## src/rtl/sync_fifo_flags.sv

```systemverilog
// rtl/sync_fifo_flags.sv - single-clock FIFO with occupancy count, threshold and sticky error flags
// Optional build macro: SYNC_FIFO_FWFT_EN (first-word-fall-through read port).
module sync_fifo_flags #(
  parameter int DATA_WIDTH = 8,
  parameter int DEPTH      = 8,
  parameter int AF_THRESH  = DEPTH - 2,
  parameter int AE_THRESH  = 2
) (
  input  logic                         clk,
  input  logic                         rst_n,
  input  logic                         flush,
  input  logic                         w_en,
  input  logic [DATA_WIDTH-1:0]        data_in,
  input  logic                         r_en,
  output logic [DATA_WIDTH-1:0]        data_out,
  output logic                         full,
  output logic                         empty,
  output logic                         almost_full,
  output logic                         almost_empty,
  output logic [$clog2(DEPTH):0]       count,
  output logic                         overflow,
  output logic                         underflow
);

  localparam int AW = $clog2(DEPTH);
  localparam int CW = AW + 1;
  localparam logic [CW-1:0] FULL_C = CW'(DEPTH);
  localparam logic [CW-1:0] AF_C   = CW'(AF_THRESH);
  localparam logic [CW-1:0] AE_C   = CW'(AE_THRESH);

  logic [DATA_WIDTH-1:0] r_mem [DEPTH];
  logic [AW-1:0]         r_wptr;
  logic [AW-1:0]         r_rptr;
  logic [CW-1:0]         r_count;
  logic                  r_ovf;
  logic                  r_udf;
  logic                  w_rd_acc;
  logic                  w_wr_acc;

  assign empty        = (r_count == '0);
  assign full         = (r_count == FULL_C);
  assign almost_full  = (r_count >= AF_C);
  assign almost_empty = (r_count <= AE_C);
  assign count        = r_count;
  assign overflow     = r_ovf;
  assign underflow    = r_udf;

  // A read frees a slot in the same edge, so a full FIFO still accepts a paired write.
  assign w_rd_acc = r_en & ~empty;
  assign w_wr_acc = w_en & (~full | w_rd_acc);

  always_ff @(posedge clk) begin
    if (rst_n && !flush && w_wr_acc) begin
      r_mem[r_wptr] <= data_in;
    end
  end

  always_ff @(posedge clk) begin
    if (!rst_n) begin
      r_wptr  <= '0;
      r_rptr  <= '0;
      r_count <= '0;
      r_ovf   <= 1'b0;
      r_udf   <= 1'b0;
    end else if (flush) begin
      r_wptr  <= '0;
      r_rptr  <= '0;
      r_count <= '0;
    end else begin
      if (w_wr_acc) r_wptr <= r_wptr + AW'(1);
      if (w_rd_acc) r_rptr <= r_rptr + AW'(1);
      if (w_wr_acc && !w_rd_acc)      r_count <= r_count + CW'(1);
      else if (w_rd_acc && !w_wr_acc) r_count <= r_count - CW'(1);
      if (w_en && !w_wr_acc) r_ovf <= 1'b1;
      if (r_en && !w_rd_acc) r_udf <= 1'b1;
    end
  end

`ifdef SYNC_FIFO_FWFT_EN
  assign data_out = empty ? '0 : r_mem[r_rptr];
`else
  logic [DATA_WIDTH-1:0] r_dout;

  always_ff @(posedge clk) begin
    if (!rst_n || flush) begin
      r_dout <= '0;
    end else if (w_rd_acc) begin
      r_dout <= r_mem[r_rptr];
    end
  end

  assign data_out = r_dout;
`endif

endmodule

```

## config.mk

```make
export PLATFORM = sky130hd
export DESIGN_NAME = sync_fifo_flags
export DESIGN_NICKNAME = d
export VERILOG_FILES = /design/src/rtl/sync_fifo_flags.sv
export SDC_FILE = /design/constraint.sdc
export NUM_CORES = 1
export LEC_CHECK = 0
export CORE_MARGIN = 2
export CORE_UTILIZATION = 56
export DETAILED_ROUTE_END_ITERATION = 16
export PLACE_DENSITY = 0.89
export SYNTH_ARGS = -nofsm -noshare
export SYNTH_HDL_FRONTEND = slang
export SYNTH_SLANG_ARGS = --single-unit
```

## constraint.sdc

```tcl
create_clock -name clk -period 3.1 [get_ports clk]
set_clock_uncertainty 0.1 [all_clocks]
set_input_delay 0.31 -clock clk [delete_from_list [all_inputs] [get_ports clk]]
set_output_delay 0.31 -clock clk [all_outputs]
set_load 0.005 [all_outputs]
```

==> flow_metrics.py, run 1 <==
metrics = {
    "outcome": {
        "status": "finished, final reports clean",
    },
    "synth": {
        "synth_ff_type": "edfxtp_1",
        "yosysMostFrequentCell": "edfxtp_1",
        "async_flop_share_pct": 0,
        "ys_types": 39,
        "ys_seq_elements": 84,
        "synth_commonest_cells": "edfxtp_1, nor2_1, dfxtp_1, mux4_2",
        "synth_nets": 220,
        "synth_edf_count": 64,
        "synth-seq-area-share_pct": 68.7,
        "yosysTopAreaCell": "edfxtp_1",
        "syn_avg_cell_area_um2": 16.8,
        "yosysWarnings": 0,
        "synth_cells": 201,
        "netlist_area_um2": 3380,
        "synth_top_area_share_pct": 56.9,
        "netlist_top_cells_area": "edfxtp_1, dfxtp_1, mux4_2",
    },
    "grt": {
        "grt.overflow.total": 0,
        "grt_pass1_wl_um": 9930,
        "grt_max_degree": 19,
        "grt_usage_pct": 21.7,
        "antenna_found_initial": 0,
        "first_global_vias": 1866,
    },
    "critical_path": {
        "r2r_cells": 10,
        "crit_top_cell": "ha_1",
        "end_kind": "flop",
        "cpMaxStageDelayCell": "or4b_4",
        "worstSetupPathType": "reg2reg",
        "r2r_start": "count[0]",
        "crit_family": "compound AO/OA/AOI/OAI gates",
        "path_buf_inv": 2,
        "rrSetupSlack_ns": 0.20,
        "cp.required_ns": 3.29,
        "arrival_ns": 3.09,
        "crit_chain": "or4b_4 > o21ai_4 > inv_4 > ha_1 > inv_1 > ha_1 > a21oi_2 > nand3_1 > a211oi_1 > a31o_2",
        "max_stage_delay_ns": 0.62,
        "critical_path_depth": 10,
        "start_kind": "flop",
        "startpoint": "count[0]",
        "path_max_fanout": 8,
    },
    "sta": {
        "drv_slew": 0,
        "tns_ns": 0,
        "setup_violations": 0,
        "max_freq_ghz": 0.345,
        "worst_slew_pin_slew_ns": 0.820,
        "rsz0062_at_grt": "no",
        "max_slew_margin_pct": 45.3,
        "period_minus_slack_ns": 2.90,
        "finalCritPeriodShare_pct": 93.4,
        "hold_viol_final": 0,
    },
    "placed_design": {
        "port_buffers": 30,
        "place.gp.congestion": 0.726,
        "hpwl_um": 4220,
    },
    "final_layout": {
        "utilization_pct": 69.0,
        "final_nets": 267,
        "area_growth_pct": 20.2,
        "diodes": 0,
        "nFillCells": 375,
        "drive_gt1_share_pct": 24.9,
    },
    "die": {
        "ios": 31,
        "die_h_um": 81.7,
        "design.die.area_um2": 6670,
        "core_area_um2": 5890,
        "die_width_um": 81.7,
        "initial_utilization_pct": 57.4,
        "row_count": 28,
    },
    "pwr": {
        "combPwrFrac_pct": 12.3,
        "swShare_pct": 23.2,
        "pwr-share-seq_pct": 52.4,
        "ir_worst_vdd_mv": 0.347,
        "power_frac_clock_pct": 35.2,
        "power_density_nw_per_um2": 590,
        "p_int_mw": 1.84,
        "power_switching_uw": 556,
        "p_leak_nw": 1.35,
    },
    "clocking": {
        "cts.sinks": 84,
        "htree_levels": 3,
        "clk_latency_ns": 0.34,
        "cts-buffers-inserted": 9,
        "cts_tree": "done",
        "ctsRootBufferMaster": "clkbuf_8",
        "clk_pin_slew_worst_paths_ns": 0.08,
        "clockBufferDepth": 2,
    },
    "hold_path": {
        "whs_path_depth": 1,
        "timing.hold.worst.start": "overflow",
        "hold_class": "reg2reg",
    },
    "routing": {
        "num_vias": 1937,
        "via_per_inst": 5.91,
        "first_pass_iters": 4,
        "drt_iter0_drc": 273,
        "antenna_left": 0,
        "wire_per_inst_um": 19.7,
        "drt_wl_total_um": 6460,
        "drc": 0,
    },
    "job": {
        "max_cap_viol_count": 0,
    },
}
flip-flops by register name, summed over array words and instances (netlist names):
signal,count
count,4
data_out,8
overflow,1
r_mem,64
r_rptr,3
r_wptr,3
underflow,1
logic make-up (layout without fill, tap and decap cells):
family	count (synthesis)	after routing	share of synthesized area, %
AOI/OAI and AO/OA	21	21	4.59
xor gates and xnor gates	6	6	1.78
adders and majority gates	6	6	2.44
buffers and inverters	14	66	2.11
DFF	84	84	68.7
muxes	18	18	11.3
and+or+nand+nor	52	52	9.11
power by group through the flow:
stage	Clock (mW)	Combinational [mW]	Sequential, mW
after floorplan	0	0.173	1.28
after global placement	0	0.276	1.28
after detailed placement	0	0.284	1.28
after CTS	0.863	0.289	1.26
after global routing	0.906	0.324	1.26
final	0.844	0.295	1.26
layer usage:
| metal | share of wire, % | track usage, % | up-vias |
|---|---|---|---|
| li1 | - | - | 888 |
| met5 | 0 | 0 | - |
| met3 | 6.0 | 4.84 | 14 |
| met2 | 52 | 34.6 | 73 |
| met4 | 2.3 | 10.8 | 0 |
| met1 | 40 | 28.3 | 962 |
repair_timing:
item,4_1_cts,5_1_grt
hold buffers,0,0
buffers inserted,0,3
resized for setup,0,2
setup endpoints to repair,0,1
path summary, 6_finish.rpt:
path | to
max reg2reg | count[3]
min | overflow
min reg2reg | overflow
max | count[3]
layout by cell type (no fill, tap or decap), types with 2 or more instances in the layout:
master and n:
dfxtp_1 19, inv_6 2, mux2i_1 2, mux4_2 16, xnor2_1 2, clkbuf_8 9, ha_1 5, xor2_1 3
bufinv_16 2, nor2_1 21, nor4_1 4, o22ai_1 8, nand2_1 6, nor3_2 8, nand2b_1 3, nand3_1 2
inv_1 4, a21oi_1 2, buf_4 15, nor3_1 2, a211oi_1 2, clkdlybuf4s50_1 30, edfxtp_1 64
final cells by class:
type / instances / area (µm²) / area share [%]
inverter: 5 / 21.3 / 0.524
clock buffer: 9 / 124 / 3.05
tap: 75 / 93.8 / 2.31
clock inverter: 7 / 97.6 / 2.40
timing repair buffer: 45 / 413 / 10.2
multi-input combinational: 103 / 990 / 24.4
sequential: 84 / 2320 / 57.2
per-stage QoR:
stage	power [mW]	area (µm²)	hold WS (ns)	std cells	setup WS, ns
2_1_floorplan	1.45	3380	0.309	201	0.487
3_3_place_gp	1.56	3810	0.349	309	0.399
3_5_place_dp	1.57	3810	0.358	309	0.273
4_1_cts	2.41	4040	0.377	325	0.165
5_1_grt	2.49	4060	0.407	328	0.0284
6_report	2.40	4060	0.370	328	0.204
worst register-to-register path: stages, from the launching register on:
cell      delay (ns)
dfxtp_1         0.41
or4b_4          0.62
o21ai_4         0.26
inv_4           0.09
ha_1            0.21
inv_1           0.15
ha_1            0.31
a21oi_2         0.19
nand3_1         0.13
a211oi_1        0.25
a31o_2          0.14
Power figures use the tool's default switching activity.
==> run 2: changes to the inputs <==
- GPL_TIMING_DRIVEN: unset -> 1
- clock period: 3.1 -> 3.28 ns (I/O delays scaled with it)
==> run 2 against run 1 <==
  * Maximum frequency shrank 1.3%
  * Via count shrank 3.9%
  * Non-clock buffer count shrank 4
  * First-iteration DRC count shrank 31%
  * Sequential share of layout area grew 1.2 points
  * Largest cell class unchanged
  * Final cell count shrank 1.2%
  * Die area is the same
  * Clock power shrank 24%
  * Largest power group unchanged
  * Total power shrank 12%
  * Combinational power shrank 8.1%
  * Register-to-register slack gained 0.14 ns
==> flow_metrics.py, run 2 (synthesis results as in run 1) <==
metrics = {
    "clocking": {
        "cts_tree": "done",
        "clockBufferDepth": 2,
        "ctsRootBufferMaster": "clkbuf_8",
        "cts-buffers-inserted": 9,
        "cts-resized-gates": 0,
        "htree_levels": 3,
        "cts_hold_buf": 0,
        "clk_latency_ns": 0.35,
        "clk_pin_slew_worst_paths_ns": 0.09,
        "cts_setup_buffers": 0,
        "cts.sinks": 84,
    },
    "final_layout": {
        "final_common_cell": "edfxtp_1",
        "diodes": 0,
        "layout_common_cells": "edfxtp_1, clkdlybuf4s50_1, nor2_1",
        "area_growth_pct": 17.8,
        "utilization_pct": 67.6,
        "drive_gt1_share_pct": 22.9,
        "largest_reg_flops": 64,
        "final_nets": 263,
        "regMostFlops": "r_mem",
    },
    "critical_path": {
        "crit_path_end": "count[3]",
        "r2r_cells": 10,
        "max_stage_delay_ns": 0.62,
        "crit_chain": "or4b_4 > o21ai_4 > inv_4 > ha_1 > inv_1 > ha_1 > a21oi_1 > nand3_1 > a211oi_1 > a31o_2",
        "end_kind": "flop",
        "reg2reg_to": "count[3]",
        "rrSetupSlack_ns": 0.35,
        "arrival_ns": 3.14,
        "path_max_fanout": 8,
        "r2r_start": "count[0]",
        "worstSetupPathType": "reg2reg",
        "start_kind": "flop",
        "startpoint": "count[0]",
        "cp.required_ns": 3.49,
        "crit_top_cell": "ha_1",
        "cpMaxStageDelayCell": "or4b_4",
    },
    "routing": {
        "antenna_left": 0,
        "num_vias": 1862,
        "via_per_inst": 5.75,
        "drc": 0,
        "drt_iter0_drc": 188,
        "drt_wl_total_um": 6000,
        "first_pass_iters": 4,
        "wire_per_inst_um": 18.5,
    },
    "job": {
        "max_cap_viol_count": 0,
    },
    "hold_path": {
        "hold_class": "reg2reg",
    },
    "die": {
        "die_h_um": 81.7,
        "row_count": 28,
        "design.die.area_um2": 6670,
        "core_area_um2": 5890,
        "die_width_um": 81.7,
        "initial_utilization_pct": 57.4,
        "ios": 31,
    },
    "sta": {
        "setup_violations": 0,
        "drv_slew": 0,
        "max_freq_ghz": 0.341,
        "hold_viol_final": 0,
        "rsz0062_at_grt": "no",
        "period_minus_slack_ns": 2.93,
        "tns_ns": 0,
        "worst_slew_pin_slew_ns": 0.790,
        "fin_ws_ns": 0.347,
        "max_slew_margin_pct": 47.2,
        "finalCritPeriodShare_pct": 89.4,
    },
    "grt": {
        "antenna_found_initial": 0,
        "grt.overflow.total": 0,
        "grt_usage_pct": 20.6,
        "grt_max_degree": 19,
        "first_global_vias": 1858,
        "grt_pass1_wl_um": 9530,
    },
    "pwr": {
        "power_density_nw_per_um2": 528,
        "ir_worst_vdd_mv": 0.282,
        "p_leak_nw": 1.31,
    },
    "placed_design": {
        "hpwl_um": 4080,
        "place.gp.congestion": 0.747,
        "post-place-ws_ns": 0.376,
        "port_buffers": 30,
    },
    "outcome": {
        "status": "finished, final reports clean",
    },
}
[run 2: cell types whose count changed in the layout (fill, tap and decap cells not counted), sizes merged]
cell,before,now
buf,15,11
bufinv,2,0
clkinv,2,3
clkinvlp,1,2
[run 2: worst min-delay path by stage]
stage,startpoint,end,slack [ns],depth (start not counted)
5_1_grt,overflow,overflow,0.39,1
4_1_cts,overflow,overflow,0.39,1
6_report,overflow,overflow,0.38,1
2_1_floorplan,data_in[0],r_mem[0][0],0.33,0
3_5_place_dp,overflow,overflow,0.37,1
3_3_place_gp,overflow,overflow,0.35,1
[run 2: metal layers]
metal / global-route usage (%) / vias up / share of wire (%)
met3: 5.49 / 10 / 5.6
met5: 0 / - / 0
met1: 26.2 / 917 / 42
met2: 32.5 / 60 / 50
li1: - / 875 / -
met4: 11.0 / 0 / 2.1
[run 2: layout make-up]
type / instances / area, µm²
clock buffer: 9 / 124
inverter: 5 / 21.3
timing repair buffer: 41 / 383
tap: 75 / 93.8
multi-input combinational: 103 / 986
clock inverter: 7 / 50.0
fill: 387 / 1910
sequential: 84 / 2320
[run 2: critical path, delay by kind of cell, from the launching register on]
family,cells,cell delay (ns)
DFF,1,0.41
adders and majority gates,2,0.50
AOI/OAI and AO/OA,4,0.88
and+or+nand+nor,2,0.76
buffers and inverters,2,0.23
[run 2: per-stage QoR]
stage	instances	instance area (µm²)	hold slack [ns]	power [mW]
4_1_cts	324	3980	0.387	2.12
6_report	324	3980	0.378	2.10
2_1_floorplan	201	3380	0.327	1.37
3_5_place_dp	308	3810	0.370	1.48
3_3_place_gp	308	3810	0.349	1.47
5_1_grt	324	3980	0.392	2.19
[run 2: report_power, final]
part | internal [mW] | switching, mW | total, mW
clock | 0.277 | 0.368 | 0.645
combinational | 0.138 | 0.134 | 0.271
sequential | 1.16 | 0.0231 | 1.19
total | 1.58 | 0.525 | 2.10
==> run 3: changes to the inputs <==
- SLEW_MARGIN: unset -> 20
==> results of run 3 <==
The final DEF is identical to that of run 2; final timing and power are the same.
